===== src/rtl/bus_arbiter_if.sv =====
// Signal bundle between the two bus masters, the arbiter and the address-decode bridge.
// The slave modport is the arbiter's view; the master modport is the environment's view.
interface bus_arbiter_if;
  localparam int unsigned AW = 32;
  localparam int unsigned DW = 32;
  localparam int unsigned BW = 4;

  logic          m0_req;
  logic [AW-1:0] m0_addr;
  logic [DW-1:0] m0_wdata;
  logic [BW-1:0] m0_byteen;
  logic [DW-1:0] m0_rdata;
  logic          m0_ack;

  logic          m1_req;
  logic          m1_lock;
  logic [AW-1:0] m1_addr;
  logic [DW-1:0] m1_wdata;
  logic [BW-1:0] m1_byteen;
  logic [DW-1:0] m1_rdata;
  logic          m1_ack;

  logic [AW-1:0] s_addr;
  logic [DW-1:0] s_wdata;
  logic [BW-1:0] s_byteen;
  logic [DW-1:0] s_rdata;

  logic          busy;
  logic          owner;

  modport slave (
    input  m0_req, m0_addr, m0_wdata, m0_byteen,
    input  m1_req, m1_lock, m1_addr, m1_wdata, m1_byteen,
    input  s_rdata,
    output m0_rdata, m0_ack, m1_rdata, m1_ack,
    output s_addr, s_wdata, s_byteen, busy, owner
  );

  modport master (
    output m0_req, m0_addr, m0_wdata, m0_byteen,
    output m1_req, m1_lock, m1_addr, m1_wdata, m1_byteen,
    output s_rdata,
    input  m0_rdata, m0_ack, m1_rdata, m1_ack,
    input  s_addr, s_wdata, s_byteen, busy, owner
  );
endinterface


===== src/rtl/bus_arbiter.sv =====
// Two-master round-robin arbiter onto the bridge data port; each access is a fixed
// arbitrate / drive-slave / respond sequence, with a bounded lock for M1 bursts.
module bus_arbiter #(
  parameter int unsigned MAX_LOCK = 4,
  parameter int unsigned LOCK_W   = 4
) (
  input  logic         clk,
  input  logic         reset,
  bus_arbiter_if.slave bus
);
  localparam int unsigned AW = 32;
  localparam int unsigned DW = 32;
  localparam int unsigned BW = 4;

  typedef struct packed {
    logic [AW-1:0] addr;
    logic [DW-1:0] wdata;
    logic [BW-1:0] byteen;
  } slv_req_t;

  typedef enum logic [1:0] {IDLE = 2'd0, BUSY = 2'd1, RESP = 2'd2} state_t;

  state_t            state_q, state_d;
  slv_req_t          slv_q, slv_d;
  logic              owner_q, owner_d;
  logic              last_grant_q, last_grant_d;
  logic              lock_prev_q, lock_prev_d;
  logic              busy_q, busy_d;
  logic [1:0]        ack_q, ack_d;
  logic [DW-1:0]     rdata0_q, rdata0_d;
  logic [DW-1:0]     rdata1_q, rdata1_d;
  logic [LOCK_W-1:0] lock_cnt_q, lock_cnt_d;

  logic              lock_ok_c;
  logic              winner_c;

  always_ff @(posedge clk or negedge reset) begin
    if (!reset) begin
      state_q      <= IDLE;
      slv_q        <= '0;
      owner_q      <= 1'b0;
      last_grant_q <= 1'b1;
      lock_prev_q  <= 1'b0;
      busy_q       <= 1'b0;
      ack_q        <= '0;
      rdata0_q     <= '0;
      rdata1_q     <= '0;
      lock_cnt_q   <= '0;
    end else begin
      state_q      <= state_d;
      slv_q        <= slv_d;
      owner_q      <= owner_d;
      last_grant_q <= last_grant_d;
      lock_prev_q  <= lock_prev_d;
      busy_q       <= busy_d;
      ack_q        <= ack_d;
      rdata0_q     <= rdata0_d;
      rdata1_q     <= rdata1_d;
      lock_cnt_q   <= lock_cnt_d;
    end
  end

  always_comb begin
    state_d      = state_q;
    slv_d        = slv_q;
    owner_d      = owner_q;
    last_grant_d = last_grant_q;
    lock_prev_d  = lock_prev_q;
    busy_d       = busy_q;
    ack_d        = '0;
    rdata0_d     = rdata0_q;
    rdata1_d     = rdata1_q;
    lock_cnt_d   = lock_cnt_q;

    // Lock override wins over round-robin while the burst budget lasts.
    lock_ok_c = last_grant_q && lock_prev_q && bus.m1_req &&
                (lock_cnt_q < LOCK_W'(MAX_LOCK));
    if (lock_ok_c)                     winner_c = 1'b1;
    else if (bus.m0_req && bus.m1_req) winner_c = ~last_grant_q;
    else                               winner_c = bus.m1_req;

    case (state_q)
      IDLE: begin
        if (!bus.m1_req) lock_cnt_d = '0;
        if (bus.m0_req || bus.m1_req) begin
          state_d      = BUSY;
          busy_d       = 1'b1;
          owner_d      = winner_c;
          last_grant_d = winner_c;
          if (winner_c) begin
            slv_d       = {bus.m1_addr, bus.m1_wdata, bus.m1_byteen};
            lock_prev_d = bus.m1_lock;
            if (!bus.m1_lock)                 lock_cnt_d = '0;
            else if (lock_ok_c && bus.m0_req) lock_cnt_d = lock_cnt_q + LOCK_W'(1);
          end else begin
            slv_d       = {bus.m0_addr, bus.m0_wdata, bus.m0_byteen};
            lock_prev_d = 1'b0;
            lock_cnt_d  = '0;
          end
        end
      end
      BUSY: begin
        state_d      = RESP;
        slv_d.byteen = '0;
        ack_d        = owner_q ? 2'b10 : 2'b01;
        if (owner_q) rdata1_d = bus.s_rdata;
        else         rdata0_d = bus.s_rdata;
      end
      RESP: begin
        state_d = IDLE;
        busy_d  = 1'b0;
      end
      default: state_d = IDLE;
    endcase
  end

  assign bus.s_addr   = slv_q.addr;
  assign bus.s_wdata  = slv_q.wdata;
  assign bus.s_byteen = slv_q.byteen;
  assign bus.m0_ack   = ack_q[0];
  assign bus.m1_ack   = ack_q[1];
  assign bus.m0_rdata = rdata0_q;
  assign bus.m1_rdata = rdata1_q;
  assign bus.busy     = busy_q;
  assign bus.owner    = owner_q;
endmodule


===== src/flat_wrapper.sv =====
// flat-port wrapper written by rule: the top's interface ports become plain ports
module bus_arbiter_flat 
#(
  parameter int unsigned MAX_LOCK = 4,
  parameter int unsigned LOCK_W   = 4
)
  (clk, reset, bus_m0_req, bus_m0_addr, bus_m0_wdata, bus_m0_byteen, bus_m1_req, bus_m1_lock, bus_m1_addr, bus_m1_wdata, bus_m1_byteen, bus_s_rdata, bus_m0_rdata, bus_m0_ack, bus_m1_rdata, bus_m1_ack, bus_s_addr, bus_s_wdata, bus_s_byteen, bus_busy, bus_owner);
  bus_arbiter_if bus_i ();
  input  logic clk;
  input  logic reset;
  input wire logic [$bits(bus_i.m0_req)-1:0] bus_m0_req;
  input wire logic [$bits(bus_i.m0_addr)-1:0] bus_m0_addr;
  input wire logic [$bits(bus_i.m0_wdata)-1:0] bus_m0_wdata;
  input wire logic [$bits(bus_i.m0_byteen)-1:0] bus_m0_byteen;
  input wire logic [$bits(bus_i.m1_req)-1:0] bus_m1_req;
  input wire logic [$bits(bus_i.m1_lock)-1:0] bus_m1_lock;
  input wire logic [$bits(bus_i.m1_addr)-1:0] bus_m1_addr;
  input wire logic [$bits(bus_i.m1_wdata)-1:0] bus_m1_wdata;
  input wire logic [$bits(bus_i.m1_byteen)-1:0] bus_m1_byteen;
  input wire logic [$bits(bus_i.s_rdata)-1:0] bus_s_rdata;
  output wire logic [$bits(bus_i.m0_rdata)-1:0] bus_m0_rdata;
  output wire logic [$bits(bus_i.m0_ack)-1:0] bus_m0_ack;
  output wire logic [$bits(bus_i.m1_rdata)-1:0] bus_m1_rdata;
  output wire logic [$bits(bus_i.m1_ack)-1:0] bus_m1_ack;
  output wire logic [$bits(bus_i.s_addr)-1:0] bus_s_addr;
  output wire logic [$bits(bus_i.s_wdata)-1:0] bus_s_wdata;
  output wire logic [$bits(bus_i.s_byteen)-1:0] bus_s_byteen;
  output wire logic [$bits(bus_i.busy)-1:0] bus_busy;
  output wire logic [$bits(bus_i.owner)-1:0] bus_owner;
  assign bus_i.m0_req = bus_m0_req;
  assign bus_i.m0_addr = bus_m0_addr;
  assign bus_i.m0_wdata = bus_m0_wdata;
  assign bus_i.m0_byteen = bus_m0_byteen;
  assign bus_i.m1_req = bus_m1_req;
  assign bus_i.m1_lock = bus_m1_lock;
  assign bus_i.m1_addr = bus_m1_addr;
  assign bus_i.m1_wdata = bus_m1_wdata;
  assign bus_i.m1_byteen = bus_m1_byteen;
  assign bus_i.s_rdata = bus_s_rdata;
  assign bus_m0_rdata = bus_i.m0_rdata;
  assign bus_m0_ack = bus_i.m0_ack;
  assign bus_m1_rdata = bus_i.m1_rdata;
  assign bus_m1_ack = bus_i.m1_ack;
  assign bus_s_addr = bus_i.s_addr;
  assign bus_s_wdata = bus_i.s_wdata;
  assign bus_s_byteen = bus_i.s_byteen;
  assign bus_busy = bus_i.busy;
  assign bus_owner = bus_i.owner;
  bus_arbiter #(.MAX_LOCK(MAX_LOCK), .LOCK_W(LOCK_W)) u_core (.clk(clk), .reset(reset), .bus(bus_i));
endmodule

===== config.mk =====
export PLATFORM = sky130hd
export DESIGN_NAME = bus_arbiter_flat
export DESIGN_NICKNAME = d
export VERILOG_FILES = /design/src/rtl/bus_arbiter_if.sv /design/src/rtl/bus_arbiter.sv /design/src/flat_wrapper.sv
export SDC_FILE = /design/constraint.sdc
export NUM_CORES = 1
export LEC_CHECK = 0
export ABC_AREA = 0
export CAP_MARGIN = 10
export CORE_ASPECT_RATIO = 0.5
export CORE_UTILIZATION = 42
export CTS_CLUSTER_DIAMETER = 40
export DETAILED_ROUTE_END_ITERATION = 16
export PLACE_DENSITY = 0.81
export SETUP_SLACK_MARGIN = 0.4
export SYNTH_ARGS = -nofsm -noshare
export SYNTH_HDL_FRONTEND = slang
export SYNTH_SLANG_ARGS = --single-unit

===== constraint.sdc =====
create_clock -name clk -period 2.05 [get_ports clk]
set_input_delay 0.615 -clock clk [delete_from_list [all_inputs] [get_ports clk]]
set_output_delay 0.615 -clock clk [all_outputs]
set_load 0.005 [all_outputs]

; ---- Word-level counts from Yosys, hierarchy flattened
; Cells that the tools add are included.
[word_totals]
ff_bits = 144
input_bits = 173
output_inout_bits = 136
wordCells = 50
[op_classes]
n_addsub = 1
n_lt_le_gt_ge = 1
eq_ne = 3
mux = 17
bitwise = 2
n_reduce_logical = 14
[op_table]
columns = cell, count
row1 = $mux W68, 1
row2 = $mux W4, 6
row3 = $reduce_and A2 Y1, 5
row4 = $pmux W4 S2, 1
row5 = $mux W2, 3
row6 = $logic_and A1 B1 Y1, 5
row7 = $add A4 B1 Y4 const B, 1
row8 = $lt A4 B3 Y1 const B, 1
row9 = $mux W1, 4
row10 = $pmux W2 S2, 1
row11 = $reduce_bool A2 Y1, 2
row12 = $eq A2 B1 Y1 const B, 1
row13 = $eq A2 B2 Y1 const B, 1
row14 = $logic_not A2 Y1, 1
row15 = $ne A2 B1 Y1 const B, 1
row16 = $not A1 Y1, 2
row17 = $pmux W1 S2, 1
row18 = $logic_or A1 B1 Y1, 1

; ---- Depth between registers and ports, before layout
; Gate-level depths: netlist of run 1.
[logic_depth]
word_depth = 8
ltp_mapped = 7
ltp_nobuf = 4

; ---- Worst setup path after synthesis of run 1
; OpenSTA, ideal clock, no wires.
[synth_timing]
kind = input -> register
from = in bus_m1_req
to = reg u_core.slv_q, in the netlist u_core.bus.s_wdata[11]
setup_time_ns = 0.130
t_arrival_ns = 1.456
required_time_ns = 1.920
setup_slack_ns = 0.465
cell_stages = 6
n_path_buf = 3
path_cell_list = or2_1 -> buf_2 -> buf_4 -> buf_2 -> a21oi_1 -> a31oi_1
[synth_via]
elab_chain_len = 4
elab_cells_between_ends = 8
classes_between = mux (3) / reduce/logical (5)
[synth_rtl]
columns = element, line
row1 = from (decl), flat_wrapper.sv:15  ; input wire logic [$bits(bus_i.m1_req)-1:0] bus_m1_req;
row2 = $logic_and A1 B1 Y1 (on tied branches), "bus_arbiter.sv:79, bus_arbiter.sv:76"
row3 = $mux W1 or $logic_and A1 B1 Y1 (tied branches), "bus_arbiter.sv:79, bus_arbiter.sv:76"
row4 = $mux W1, bus_arbiter.sv:78  ; if (lock_ok_c) winner_c = 1'b1;
row5 = $mux W68, bus_arbiter.sv:90  ; if (winner_c) begin
row6 = to (signal assigned), bus_arbiter.sv:51  ; slv_q <= slv_d;
row7 = to (decl), bus_arbiter.sv:24  ; slv_req_t slv_q, slv_d;
; Several ways; a longest one is shown, not always the timed one.
; A chain may end at the register's enable or synchronous reset.

; ---- Final worst setup path of run 1
[layout_timing]
from = reg u_core.slv_q, in the netlist u_core.bus.s_wdata[24]
to = out bus_s_wdata[24]
[layout_lines]
columns = element, line
row1 = to (decl), flat_wrapper.sv:26  ; output wire logic [$bits(bus_i.s_wdata)-1:0] bus_s_wdata;
; No word-level cell between the ends.

==> impl_metrics.tcl, run 1 <==
set metrics [dict create \
    cp_data_arrival_time_ns 1.02 \
    fmax_ghz 0.611 \
    worstPathRequired_ns 1.43 \
    drt.antenna.violating_nets 0 \
    crit_start "u_core.bus.s_wdata[24]" \
    fp.dieW_um 180 \
    multi_input_area_um2 2750 \
    synth_top_family_by_area "compound AO/OA/AOI/OAI gates" \
    crit_slowest_cell "dfrtp_1" \
    num-fill-cells 1110 \
    h-tree-depth 4 \
    cpPeakStageDelay_ns 0.40 \
    grt_pass1_wl_um 35200 \
    synthDistinctLibCells 40 \
    yosysWarningCount 0 \
    cp_max_fo 2 \
    synth_compound_area_frac 0.200 \
    areaGrowthSynthToFinish_pct 59.5 \
    gp_congestion 0.807 \
    first_pass_iters 5 \
    synth.area.top_cells "dfrtp_1, o211ai_1, mux2_4" \
    synth-seq-area-share 0.541 \
    r2r-start "u_core.state_q[1]" \
    tightest_slew_ns 0.502 \
    slew_headroom 0.661 \
    ff_latch_area_um2 3610 \
    ys_ff_latch 144 \
    clk_root_buffer_cell "clkbuf_16" \
    period_share 0.799 \
    die_area_um2 16400 \
    drive_gt1_frac 0.306 \
    synth_top_area_cell "dfrtp_1" \
    clock_path_buffers 2 \
    drtIter0Drc 564 \
    synthCells 579 \
    core_region_area_um2 15500 \
    hpwl_um 14700 \
    initial_utilization 0.431 \
    utilization 0.688 \
    cts_sinks 144 \
    finalHoldViolCount 0 \
    yosys.area.top_type_share 0.537 \
    fin_tns_setup_ns 0 \
    synth-simple-area-share 0.0723 \
    status "finished clean" \
    criticalPathCategory "flop to output pin" \
    wl_per_cell_um 19.7 \
    r2r_slack_ns 0.44 \
    boundaryPins 309 \
    slew_viol_final 0 \
    antenna_found_initial 1 \
    insertion_delay_ns 0.41 \
    crit_chain "clkdlybuf4s15_1" \
    grt_usage 0.272 \
    finClkSkew_ns 0.0101 \
    cellPowerDensity_nw_per_um2 1490 \
    clkTransAtPathRegs_ns 0.06 \
    cts_tree "built" \
    synth_xor_area_frac 0 \
    design_area_um2 10600 \
    path_delay_family "flip-flops" \
    avgViaCountPerCell 5.69 \
    layout_commonest_cell "clkdlybuf4s50_1" \
    syn_area_per_cell_um2 11.5 \
    drcViolationCount 0 \
    postPlaceCellArea_um2 10000 \
    final_cell_mix "clkdlybuf4s50_1, dfrtp_1, clkbuf_2" \
    grt_overflow_total 0 \
    netlist_area_um2 6660 \
    numCtsBuffers 17 \
    cap_viol_max_count 0 \
    finalCriticalPeriod_ns 1.64 \
    rsz0062_at_grt "yes" \
    setup_viol 0 \
    ir_drop_mv 0.840 \
    synthAdderAreaFrac 0.00188 \
    vias 6469 \
    cp-start-kind "flop" \
    grt_pass1_vias 6586 \
    std_cell_rows 32 \
    hold_path_class "input pin to asynchronous set/reset pin" \
    worst_setup_path_end_kind "output pin" \
    p_leak_uw 0.00459 \
    fin_nets 1094 \
    port_buffers 308 \
    crit_buf_inv 1 \
    synth.area.mux_share 0.131 \
    die_y_um 91.1 \
    wirelength_um 22400 \
    synth_fp_nets 753 \
    grt_max_degree 44 \
]
-- report_power, final --
part	switching [µW]	leakage [µW]	internal (µW)	total (µW)
clock network	1240	0.000299	2160	3400
logic	3310	0.00262	4020	7320
registers	874	0.00167	4290	5170
total	5420	0.00459	10500	15900
-- worst reg2reg max path, delay by kind of cell (launching register included) --
kind | cells | cell delay [ns]
buffers and inverters | 2 | 0.30
and+or+nand+nor | 2 | 0.39
DFF | 1 | 0.47
muxes | 1 | 0.33
-- registers in the layout, summed over array words and instances, names as in the netlist --
name / flops
u_core.bus.m1_rdata: 32
u_core.bus.s_addr: 32
u_core.last_grant_q: 1
u_core.lock_cnt_q: 4
u_core.ack_q: 2
u_core.state_q: 2
u_core.lock_prev_q: 1
u_core.bus.busy: 1
u_core.bus.m0_rdata: 32
u_core.bus.owner: 1
u_core.bus.s_wdata: 32
u_core.bus.s_byteen: 4
-- area by class of cell --
cell class | count | share of cell area
clock buffers | 18 | 0.0404
inverters | 5 | 0.00177
multi-input cells | 365 | 0.258
repair buffers | 387 | 0.316
flip-flops and latches | 144 | 0.339
clock inverters | 13 | 0.0199
diodes | 1 | 0.000235
well taps | 204 | 0.0240
-- kinds of logic (layout without fill, tap and decap cells) --
| kind of cell | after synthesis | count (layout) |
|---|---|---|
| AOI/OAI and AO/OA | 207 | 207 |
| adders and majority gates | 1 | 1 |
| buffers and inverters | 70 | 423 |
| DFF | 144 | 144 |
| muxes | 68 | 68 |
| other | 0 | 1 |
| and+or+nand+nor | 89 | 89 |
-- layer usage --
| layer | vias up | routed length (µm) | track usage | part of all wire |
|---|---|---|---|---|
| li1 | 2901 | - | - | - |
| met1 | 3187 | 8920 | 0.332 | 0.40 |
| met2 | 308 | 11200 | 0.463 | 0.50 |
| met4 | 0 | 970 | 0.129 | 0.043 |
| met3 | 73 | 1280 | 0.0594 | 0.057 |
| met5 | - | 0 | 0 | 0 |
-- final timing paths --
path	cells after the start	end
hold / removal	1	u_core.bus.m0_rdata[11]
max in group asynchronous	2	u_core.last_grant_q
setup / recovery	1	bus_s_wdata[24]
setup reg to reg	5	u_core.bus.m1_rdata[31]
min in group clk	1	u_core.bus.m0_rdata[26]
hold reg to reg	1	u_core.bus.m0_rdata[26]
-- cells in the mapped netlist --
cell type and count:
dfstp_2 1, dfrtp_1 143, inv_1 3, a311o_1 1, a211o_1 1, nand2b_4 1
nand4_1 2, nor4bb_1 1, buf_4 5, nand4bb_1 1, buf_1 2, a22o_1 1
nand2_4 1, inv_2 2, nor2_1 1, a311oi_1 1, and2_1 1, nand2_2 1
a21bo_2 1, o2bb2ai_1 1, o2111ai_1 4, mux2i_1 2, o221ai_1 4, a21oi_1 64
o211ai_1 64, and3_1 1, clkbuf_1 19, mux2_4 29, ha_1 1, nor2_4 1
nand2_1 8, buf_2 34, o21ai_0 1, buf_6 5, nor3b_2 1, mux2_1 3
a31oi_1 64, or2_1 1, nand3_1 68, mux2_2 34
-- timing repair --
| item | CTS | global route |
|---|---|---|
| endpoints found under the setup margin | 199 | 117 |
| setup buffers | 28 | 24 |
| hold buffers | 0 | 0 |
| gates resized for setup | 309 | 86 |
| pin swaps | 0 | 0 |
-- stage by stage --
| step | cells | total power [µW] | setup slack (ns) | hold slack (ns) |
|---|---|---|---|---|
| 2_1_floorplan | 579 | 8550 | 0.465 | 0.319 |
| 3_3_place_gp | 1053 | 12500 | -0.0238 | 0.467 |
| 3_5_place_dp | 1053 | 12800 | -0.0774 | 0.477 |
| 4_1_cts | 1112 | 15900 | 0.262 | 0.0546 |
| 5_1_grt | 1137 | 16800 | 0.370 | 0.0467 |
| 6_report | 1137 | 15900 | 0.412 | 0.0554 |
Note: power is estimated with default switching activity, not from simulation.
==> inputs of run 2 (changes only) <==
==> constraint.sdc (replaced) <==
create_clock -name clk -period 1.58 [get_ports clk]
set_input_delay 0.474 -clock clk [delete_from_list [all_inputs] [get_ports clk]]
set_output_delay 0.474 -clock clk [all_outputs]
set_load 0.005 [all_outputs]
==> run 2 against run 1 <==
Net effect: the run now ends with setup timing left; clock skew up 0.0014 ns; flip-flop and latch count unchanged; via count grew 31%; clock power grew 18%; register-to-register slack worse by 0.73 ns; count of clock-buffer cells in the layout down 1; combinational power grew 130%; critical path depth is 4 higher; power is 74% higher; cell count grew 12%; sequential share of layout area down 5.7 points; utilization increased by 14 points; critical path type is now flop to flop; largest cell class is now buffers.
==> impl_metrics.tcl, run 2 (synthesized netlist as in run 1, its figures left out) <==
set metrics [dict create \
    drt.antenna.violating_nets 0 \
    fin_nets 1231 \
    clk_root_buffer_cell "clkbuf_16" \
    cpPeakStageDelay_ns 0.62 \
    crit_slowest_cell "dfstp_2" \
    postPlaceCellArea_um2 10200 \
    layout_commonest_cell "clkdlybuf4s50_1" \
    h-tree-depth 4 \
    slew_viol_final 0 \
    ff_latch_area_um2 3610 \
    finalPower_uw 27600 \
    criticalPathCategory "flop to flop" \
    finalHoldViolCount 0 \
    period_share 1.18 \
    std_cell_rows 32 \
    rsz0062_at_grt "yes" \
    wirelength_um 37300 \
    insertion_delay_ns 0.45 \
    numCtsBuffers 17 \
    cp-start-kind "flop" \
    design_area_um2 12800 \
    gp_congestion 0.836 \
    worst_setup_path_end_kind "flop" \
    fp.dieW_um 180 \
    cp_max_fo 8 \
    fin_tns_setup_ns -1.66 \
    grt_max_degree 44 \
    status "complete, but fails checks" \
    drtIter0Drc 1192 \
    final_cell_mix "clkdlybuf4s50_1, dfrtp_1, buf_2" \
    avgViaCountPerCell 6.65 \
    preCtsSetupSlack_ns -0.357 \
    finClkSkew_ns 0.0115 \
    place_inst 1067 \
    finalNonFillerCells 1277 \
    die_y_um 91.1 \
    clock_path_buffers 2 \
    boundaryPins 309 \
    hpwl_um 15400 \
    antenna_found_initial 4 \
    core_region_area_um2 15500 \
    cts_tree "built" \
    clkTransAtPathRegs_ns 0.07 \
    p_seq_frac 0.248 \
    crit_chain "a21bo_4 > buf_6 > buf_12 > nand3_1 > a31oi_1" \
    hold_path_class "input pin to asynchronous set/reset pin" \
    grt_pass1_vias 7423 \
    die_area_um2 16400 \
    pwr-share-clk 0.145 \
    p_leak_uw 0.00572 \
    drcViolationCount 0 \
    cp_data_arrival_time_ns 2.21 \
    port_buffers 308 \
    cts_sinks 144 \
    cellPowerDensity_nw_per_um2 2160 \
    num-fill-cells 737 \
    multi_input_area_um2 3180 \
    slew_headroom 0.496 \
    comb_power_share 0.607 \
    initial_utilization 0.431 \
    grt_usage 0.337 \
    p_sw_frac 0.388 \
    worstPathRequired_ns 1.92 \
    wl_per_cell_um 29.2 \
    cap_viol_max_count 0 \
    drive_gt1_frac 0.473 \
    violations "setup timing" \
    tightest_slew_ns 0.756 \
    intPower_uw 16900 \
    path_delay_family "flip-flops" \
    areaGrowthSynthToFinish_pct 92.0 \
    setup_viol 25 \
    finalCriticalPeriod_ns 1.87 \
    fmax_ghz 0.535 \
    crit_buf_inv 2 \
    ir_drop_mv 1.32 \
    finalWorstSetupSlack_ns -0.289 \
    first_pass_iters 10 \
    grt_pass1_wl_um 42300 \
    grt_overflow_total 0 \
    vias 8489 \
    switching_power_uw 10700 \
]
==> run 2: changes by cell type in the layout (fill, tap and decap cells not counted), sizes merged <==
cell	delta
clkdlybuf4s15	-43
bufinv	-5
diode	+2
bufbuf	+1
dlygate4sd3	+1
buf	+235
inv	+4
clkbuf	-59
clkinv	+4
==> run 2: power groups by stage <==
stage / Sequential (µW) / Combinational, µW / Clock, µW
after CTS: 6520 / 12400 / 3870
after global routing: 6940 / 17200 / 4180
final: 6850 / 16800 / 4010
after global placement: 6630 / 10000 / 0
after floorplan: 6720 / 4560 / 0
after detailed placement: 6680 / 10300 / 0
==> run 2: final cells by class <==
type                    instances  area share
multi-input cells             365       0.249
diodes                          3    0.000587
clock inverters                15     0.00997
repair inverters                1     0.00127
well taps                     204      0.0199
inverters                       5     0.00391
repair buffers                523       0.400
flip-flops and latches        144       0.282
clock buffers                  17      0.0332
==> run 2: timing repair <==
item                                    in CTS  in global routing
gates cloned                                14                 21
pin swaps                                   11                 59
endpoints found under the setup margin     278                278
gates resized for setup                    618                 76
setup buffers                               76                 63
hold buffers                                 1                  0
endpoints found under the hold margin       30                  0
==> run 2: path summary, 6_finish.rpt <==
| path | from | end | slack [ns] | cells after the start |
|---|---|---|---|---|
| worst max-delay path | u_core.last_grant_q | u_core.bus.s_addr[17] | -0.29 | 5 |
| min in group clk | u_core.bus.m1_rdata[7] | u_core.bus.m1_rdata[7] | 0.51 | 1 |
| worst min register to register | u_core.bus.m1_rdata[7] | u_core.bus.m1_rdata[7] | 0.51 | 1 |
| max in group asynchronous | reset | u_core.bus.s_addr[2] | 0.52 | 3 |
| worst min-delay path | reset | u_core.bus.m1_rdata[8] | 0.51 | 2 |
| worst max register to register | u_core.last_grant_q | u_core.bus.s_addr[17] | -0.29 | 5 |
==> run 2: layer usage <==
metal	part of all wire	up-vias	global-route usage
li1	-	3192	-
met2	0.43	907	0.553
met4	0.097	4	0.224
met5	0.0014	-	0
met1	0.35	4016	0.403
met3	0.13	370	0.0786
==> run 2: through the flow <==
| step | hold WS, ns | util |
|---|---|---|
| floorplan | 0.178 | - |
| global placement | 0.413 | 0.663 |
| detailed placement | 0.420 | 0.663 |
| CTS | 0.491 | 0.740 |
| global route | 0.513 | 0.828 |
| finish | 0.509 | 0.828 |
